## src/rtl/config_source_arbiter.sv

```systemverilog
// Merges N buffered 32-bit configuration-word sources into one handshaked stream.
// Round-robin between channels; a SYNC_WORD locks the stream to one channel until DESYNC_WORD or idle timeout.
module config_source_arbiter #(
    parameter int                    NUM_CH       = 4,
    parameter int                    DATA_WIDTH   = 32,
    parameter int                    FIFO_DEPTH   = 4,
    parameter logic [DATA_WIDTH-1:0] SYNC_WORD    = 32'hFAB0_FAB1,
    parameter logic [DATA_WIDTH-1:0] DESYNC_WORD  = 32'hFAB0_FAB0,
    parameter int                    LOCK_TIMEOUT = 1024
) (
    input  logic                         CLK,
    input  logic                         reset,
    input  logic [NUM_CH*DATA_WIDTH-1:0] in_data,
    input  logic [NUM_CH-1:0]            in_strobe,
    output logic [DATA_WIDTH-1:0]        out_data,
    output logic                         out_valid,
    input  logic                         out_ready,
    output logic [$clog2(NUM_CH)-1:0]    out_ch,
    output logic                         lock_valid,
    output logic [$clog2(NUM_CH)-1:0]    lock_ch,
    output logic [NUM_CH-1:0]            overflow,
    input  logic                         overflow_clr
);

    localparam int CW = $clog2(NUM_CH);
    localparam int AW = $clog2(FIFO_DEPTH);
    localparam int PW = AW + 1;
    localparam int TW = (LOCK_TIMEOUT > 0) ? $clog2(LOCK_TIMEOUT + 1) : 1;

    localparam logic [0:0] ST_UNLOCKED = 1'b0;
    localparam logic [0:0] ST_LOCKED   = 1'b1;

    logic [DATA_WIDTH-1:0] r_mem  [NUM_CH][FIFO_DEPTH];
    logic [PW-1:0]         r_wptr [NUM_CH];
    logic [PW-1:0]         r_rptr [NUM_CH];
    logic [0:0]            r_state;
    logic [CW-1:0]         r_lockCh;
    logic [CW-1:0]         r_rrPtr;
    logic [TW-1:0]         r_timer;
    logic [DATA_WIDTH-1:0] r_outData;
    logic                  r_outValid;
    logic [CW-1:0]         r_outCh;
    logic [NUM_CH-1:0]     r_overflow;

    logic [NUM_CH-1:0]     w_empty;
    logic [NUM_CH-1:0]     w_full;
    logic [NUM_CH-1:0]     w_push;
    logic                  w_grantValid;
    logic [CW-1:0]         w_grantCh;
    logic                  w_outFree;
    logic                  w_pop;
    logic [DATA_WIDTH-1:0] w_popData;
    logic [TW-1:0]         w_timerNext;
    logic                  w_timeout;

    function automatic logic [CW-1:0] nextCh(input logic [CW-1:0] c);
        if (int'(c) == NUM_CH - 1) return '0;
        return c + CW'(1);
    endfunction

    // Full/empty come from the wrap bit of the extra pointer MSB.
    always_comb begin
        w_empty = '0;
        w_full  = '0;
        w_push  = '0;
        for (int i = 0; i < NUM_CH; i++) begin
            w_empty[i] = (r_wptr[i] == r_rptr[i]);
            w_full[i]  = (r_wptr[i][AW] != r_rptr[i][AW]) &&
                         (r_wptr[i][AW-1:0] == r_rptr[i][AW-1:0]);
            w_push[i]  = in_strobe[i] && !w_full[i];
        end
    end

    always_comb begin
        int v;
        v            = 0;
        w_grantValid = 1'b0;
        w_grantCh    = '0;
        if (r_state == ST_LOCKED) begin
            if (!w_empty[r_lockCh]) begin
                w_grantValid = 1'b1;
                w_grantCh    = r_lockCh;
            end
        end else begin
            for (int k = 0; k < NUM_CH; k++) begin
                v = int'(r_rrPtr) + k;
                if (v >= NUM_CH) v = v - NUM_CH;
                if (!w_grantValid && !w_empty[v]) begin
                    w_grantValid = 1'b1;
                    w_grantCh    = CW'(v);
                end
            end
        end
    end

    assign w_outFree = !r_outValid || out_ready;
    assign w_pop     = w_outFree && w_grantValid;
    assign w_popData = r_mem[w_grantCh][r_rptr[w_grantCh][AW-1:0]];

    // Idle timer only advances while the owner has nothing buffered or arriving.
    always_comb begin
        w_timerNext = r_timer;
        if (in_strobe[r_lockCh] || w_pop) begin
            w_timerNext = '0;
        end else if (w_empty[r_lockCh] && (r_timer != {TW{1'b1}})) begin
            w_timerNext = r_timer + TW'(1);
        end
        w_timeout = (LOCK_TIMEOUT != 0) && (w_timerNext == TW'(LOCK_TIMEOUT));
    end

    always_ff @(posedge CLK) begin
        for (int i = 0; i < NUM_CH; i++) begin
            if (w_push[i]) begin
                r_mem[i][r_wptr[i][AW-1:0]] <= in_data[i*DATA_WIDTH +: DATA_WIDTH];
            end
        end
    end

    always_ff @(posedge CLK) begin
        if (reset) begin
            for (int i = 0; i < NUM_CH; i++) begin
                r_wptr[i] <= '0;
                r_rptr[i] <= '0;
            end
            r_overflow <= '0;
            r_outData  <= '0;
            r_outValid <= 1'b0;
            r_outCh    <= '0;
        end else begin
            for (int i = 0; i < NUM_CH; i++) begin
                if (w_push[i]) r_wptr[i] <= r_wptr[i] + PW'(1);
                if (w_pop && (int'(w_grantCh) == i)) r_rptr[i] <= r_rptr[i] + PW'(1);
                if (in_strobe[i] && w_full[i]) begin
                    r_overflow[i] <= 1'b1;
                end else if (overflow_clr) begin
                    r_overflow[i] <= 1'b0;
                end
            end
            if (w_pop) begin
                r_outData  <= w_popData;
                r_outCh    <= w_grantCh;
                r_outValid <= 1'b1;
            end else if (w_outFree) begin
                r_outValid <= 1'b0;
            end
        end
    end

    // Lock state changes on the same edge that loads the SYNC/DESYNC word.
    always_ff @(posedge CLK) begin
        if (reset) begin
            r_state  <= ST_UNLOCKED;
            r_lockCh <= '0;
            r_rrPtr  <= '0;
            r_timer  <= '0;
        end else begin
            case (r_state)
                ST_UNLOCKED: begin
                    r_timer <= '0;
                    if (w_pop) begin
                        r_rrPtr <= nextCh(w_grantCh);
                        if (w_popData == SYNC_WORD) begin
                            r_state  <= ST_LOCKED;
                            r_lockCh <= w_grantCh;
                        end
                    end
                end
                default: begin
                    if (w_pop && (w_popData == DESYNC_WORD)) begin
                        r_state <= ST_UNLOCKED;
                        r_rrPtr <= nextCh(r_lockCh);
                        r_timer <= '0;
                    end else if (w_timeout) begin
                        r_state <= ST_UNLOCKED;
                        r_timer <= '0;
                    end else begin
                        r_timer <= w_timerNext;
                    end
                end
            endcase
        end
    end

    assign out_data   = r_outData;
    assign out_valid  = r_outValid;
    assign out_ch     = r_outCh;
    assign lock_valid = (r_state == ST_LOCKED);
    assign lock_ch    = r_lockCh;
    assign overflow   = r_overflow;

endmodule

```

## config.mk

```make
export PLATFORM = sky130hd
export DESIGN_NAME = config_source_arbiter
export DESIGN_NICKNAME = d
export VERILOG_FILES = /design/src/rtl/config_source_arbiter.sv
export SDC_FILE = /design/constraint.sdc
export NUM_CORES = 1
export LEC_CHECK = 0
export CAP_MARGIN = 0
export CORE_ASPECT_RATIO = 1.75
export CORE_MARGIN = 2
export CORE_UTILIZATION = 30
export CTS_CLUSTER_DIAMETER = 100
export CTS_CLUSTER_SIZE = 25
export DETAILED_ROUTE_END_ITERATION = 12
export GPL_TIMING_DRIVEN = 0
export PLACE_DENSITY = 0.46
export SYNTH_ARGS = -nofsm -noshare
export SYNTH_HDL_FRONTEND = slang
export SYNTH_SLANG_ARGS = --single-unit
```

## constraint.sdc

```tcl
create_clock -name CLK -period 5.5 [get_ports CLK]
set_clock_uncertainty 0.2 [all_clocks]
set_input_delay 0.825 -clock CLK [delete_from_list [all_inputs] [get_ports CLK]]
set_output_delay 0.825 -clock CLK [all_outputs]
set_load 0.005 [all_outputs]
```

# ---- Word level (Yosys, flattened, before mapping)
# Memories as Yosys holds them, arrays and structs flattened.
# Index checks and enable logic that the tools add are counted.
dict set report word_totals {
  ff_bits 55
  ram_bits 536
  inputBits 136
  elab_cells 251
  memories 3
}
dict set report classes {
  addsub 18
  n_lt_le_gt_ge 18
  n_eq_ne 21
  mux 117
  bitwise_logic 14
  reduce_logical 49
}
# memory words word_bits rd rd_clocked_by_memory_dff write_ports line
set memory_table {}
lappend memory_table {r_mem 4 128 1 0 4 33} ;# logic [DATA_WIDTH-1:0] r_mem [NUM_CH][FIFO_DEPTH];
lappend memory_table {r_rptr 4 3 5 0 4 35} ;# logic [PW-1:0] r_rptr [NUM_CH];
lappend memory_table {r_wptr 4 3 4 0 4 34} ;# logic [PW-1:0] r_wptr [NUM_CH];
# op n
set ops {}
lappend ops {{$mux 128} 4}
lappend ops {{$mux 32} 14}
lappend ops {{$demux 32 s2} 4}
lappend ops {{$lt 32x4->1 const B} 4}
lappend ops {{$mux 1} 65}
lappend ops {{$bmux 32 s2} 1}
lappend ops {{$eq 32x32->1 const B} 2}
lappend ops {{$logic_and 1x1->1} 26}
lappend ops {{$mux 2} 13}
lappend ops {{$add 3x1->3 const B} 8}
lappend ops {{$ge 3x3->1 const B} 8}
lappend ops {{$mux 3} 8}
lappend ops {{$mux 11} 2}
lappend ops {{$not 2->3} 5}
lappend ops {{$bmux 1 s2} 6}
lappend ops {{$eq 3x3->1} 4}
lappend ops {{$lt 3x1->1 const B} 4}
lappend ops {{$reduce_bool 2->1} 6}
lappend ops {{$sub 3x3->4 const B} 3}
lappend ops {{$add 11x1->11 const B} 1}
lappend ops {{$eq 11x11->1 const B} 1}
lappend ops {{$logic_not 1->1} 11}
lappend ops {{$ne 11x11->1 const B} 1}
lappend ops {{$eq 2x2->1} 4}
lappend ops {{other kinds (17)} 32}

# ---- Logic depth before layout (Yosys ltp)
# An unclocked memory read counts as a cell.
dict set report depth {
  word_depth 33
  mapped_depth 18
  ltp_nobuf 14
}

# ---- Least setup slack after synthesis
# OpenSTA, ideal clock, no wires.
dict set report synth_timing {
  path_type {flip-flop to flip-flop}
  startpoint {memory r_wptr[0][0] in the netlist's numbering}
  endpoint {register r_lockCh[0] (netlist: lock_ch[0])}
  t_arrival_ps 3987
  t_required_ps 5179
  setup_slack_ps 1192
  stages_incl_launch_ff 18
  period_less_slack_ps 4308
  path_cell_list {edfxtp_1 > xnor2_1 > nand3_1 > a2111oi_0 > a31oi_1 > a21bo_1 > buf_6 > a221oi_1 > or2_1 > buf_4 > buf_6 > buf_4 > mux2i_1 > mux2i_1 > nor4_1 > nand4_2 > nor4_2 > mux2_2}
}
# element line
set synth_rtl {}
lappend synth_rtl {{start: declaration} 34}
lappend synth_rtl {{end signal: assignment} 164} ;# r_lockCh <= w_grantCh;
lappend synth_rtl {{end: declaration} 37} ;# logic [CW-1:0] r_lockCh;

==> results.cfg <==
[yosys]
synth_fa_ha_area_share_pct = 1.34
synth_top_cell_by_area = edfxtp_1
synth_area_leaders = edfxtp_1 (66%), nand2_1 (7.0%), dfxtp_1 (4.5%)
synth_ff_type = edfxtp_1
synth-edff-count = 536
synth_nets = 1979
postSynthAreaPerCell_um2 = 13.4
synth_compound_area_share_pct = 9.13
synthSimpleGateAreaFrac_pct = 10.6
synth_xor_area_share_pct = 1.36
syn_inst = 1817
netlist_area_um2 = 24300
synth_top_family_by_area = simple AND/OR/NAND/NOR gates
ys_seq_area_share_pct = 70.9
ys_types = 63
async_flop_share_pct = 0
synth_top_area_share_pct = 66.3
ys_warn_count = 0
synthMuxAreaShare_pct = 4.40
synth-seq-cells = 591

[die]
chipHeight_um = 380
num_io_pins = 178
rows = 138
die_x_um = 219
die-area_um2 = 83300
coreArea_um2 = 80500
start_util_pct = 30.2

[job]
maxCapViolations = 0

[place]
placed_cell_area_um2 = 27500
port_buffers = 177
place_congestion = 0.840
place_hpwl_mm = 60.7

[route]
wl_mm = 88.9
ant_nets = 0
wl_per_cell_um = 28.6
dr.pass1.iters = 5
vias = 16300
via_per_inst = 5.25
drc_errors = 0
drt_iter0_drc = 1420

[sta]
period_minus_slack_ns = 5.34
slew_headroom_pct = 29.6
fmax_ghz = 0.187
setup_viol = 0
worst_slew_pin_slew_ns = 1.06
drv_slew = 0
finalHoldViolCount = 0
timing.final.crit_share_pct = 97.1

[cts]
clk_latency_ns = 0.63
path_clk_slew_ns = 0.11
clock-sinks = 591
cts_buffers = 27
cts-root-buf = clkbuf_16
h-tree-depth = 1
clockBufferDepth = 3
tritoncts = yes

[critical_path]
crit_path_end_kind = flop
cp_common_cell = buf_2
start_kind = flop
arrival_ns = 5.67
required_ns = 5.83
criticalPathCategory = flop to flop
crit_chain = xor2_2, nor4_1, o2bb2ai_1, a31oi_1, a22o_1, buf_2, inv_1, buf_2, buf_2, clkbuf_2, a32oi_1, mux2i_1, mux2i_1, nor4b_4, nand4_1, buf_4, or3_1, a221oi_1
slowest_stage = edfxtp_1
critPathMaxStageDelay_ns = 0.56
cp_max_fo = 10

[layout]
drive_gt1_share_pct = 8.96
area_delta_synth_final_pct = 17.8
final_area_um2 = 28600
nNetsFinal = 2195

[global_route]
grt_max_degree = 33
grt_pass1_wl_mm = 124
grt.total_usage_pct = 21.0
antenna_found_initial = 2
overflow = 0
grt_pass1_vias = 16900

[status]
status = finished clean

[worst_hold_path]
hold_class = flop to flop
-- cell usage in the layout, fill, tap and decap left out, drive strengths merged, types with 2 or more instances in the layout --
master / count
o21ai: 6
a31oi: 8
and2: 9
nand4: 10
nand3: 6
a311oi: 2
nand2: 450
mux2: 19
a21oi: 163
nor3: 14
o211ai: 4
inv: 16
nor2b: 3
and3: 25
a2111oi: 2
nor4b: 2
xor2: 14
xnor2: 22
a32o: 2
buf: 53
mux4: 2
a221oi: 4
nor4: 7
nor2: 57
a21o: 6
dfxtp: 55
and4: 2
edfxtp: 536
a221o: 2
nor3b: 7
a32oi: 121
mux2i: 80
ha: 26
clkdlybuf4s50: 177
nand2b: 9
clkbuf: 119
-- critical path, delay by kind of cell, from the launching register on --
family | cells | cell delay, ns
muxes | 2 | 0.43
DFF | 1 | 0.56
and+or+nand+nor | 4 | 1.27
AOI/OAI and AO/OA | 5 | 0.96
xor gates and xnor gates | 1 | 0.25
buffers and inverters | 6 | 1.54
-- stage by stage --
stage | setup slack, ns | TNS, ns | cells | hold slack, ns | utilization [%]
final | 0.158 | 0 | 3105 | 0.263 | 35.5
after global routing | -0.0597 | -0.182 | 3104 | 0.292 | 35.5
after CTS | 0.000624 | 0 | 3099 | 0.269 | 35.3
after detailed placement | -0.851 | -3.83 | 3048 | 0.253 | 34.2
after global placement | -0.830 | -3.72 | 3044 | 0.251 | 34.0
after floorplan | 1.19 | 0 | 1817 | 0.248 | -
-- synthesized netlist by cell type (all sizes together), types with 2 or more instances --
cell / count
o21ai: 6
xnor2: 22
mux2i: 80
a311oi: 2
buf: 53
clkbuf: 62
and3: 25
a21oi: 163
inv: 14
nand2b: 9
nor3: 14
nor3b: 7
a32o: 2
dfxtp: 55
mux2: 19
and4: 2
nor4: 7
nand2: 450
nor2: 57
nor2b: 3
a221oi: 4
nor4b: 2
a31oi: 8
edfxtp: 536
a221o: 2
and2: 9
nand3: 6
o211ai: 4
a2111oi: 2
xor2: 14
mux4: 2
a21o: 6
a32oi: 121
nand4: 10
ha: 26
-- layer usage --
layer / share of wire (%) / global-route usage, % / vias up
met1: 39 / 25.4 / 8292
li1: - / - / 7185
met5: 0 / 0 / -
met4: 5.1 / 9.38 / 0
met2: 51 / 37.6 / 675
met3: 5.1 / 1.99 / 164
-- repair_timing --
action,CTS,global route
pin swaps,2,6
endpoints found under the hold margin,0,0
setup buffers,2,5
setup endpoints to repair,5,5
hold buffers,0,0
resized for setup,49,57
-- layout make-up --
cell class              count  area (µm²)
clock inverters             2        15.0
multi-input cells        1097        6710
fillers                  7902       51900
well taps                1050        1310
clock buffers              48         776
flip-flops and latches    591       17200
inverters                  14        52.6
diodes                      1        2.50
plain buffers             114         621
repair buffers            188        1900
-- flip-flops by register name, indices dropped and copies added, names as in the netlist, 4 cells and up --
signal    count
out_data     32
overflow      4
r_mem       512
r_rptr       12
r_timer      11
r_wptr       12
-- cell families after synthesis --
family / Yosys count
fa+ha+maj: 26
mux: 101
compound gates: 329
xor+xnor: 36
flops: 591
simple gates: 605
buf+inv: 129
-- path summary, 6_finish.rpt --
| kind | depth (start not counted) | slack (ns) | startpoint | endpoint |
|---|---|---|---|---|
| worst max register to register | 18 | 0.16 | r_rptr[3][0] | r_rrPtr[0] |
| worst min register to register | 2 | 0.26 | overflow[0] | overflow[0] |
| worst max-delay path | 18 | 0.16 | r_rptr[3][0] | r_rrPtr[0] |
| worst min-delay path | 2 | 0.26 | overflow[0] | overflow[0] |
Power is not shown: default switching activity piles up to over one toggle a cycle in this logic, so the estimate is an artifact.
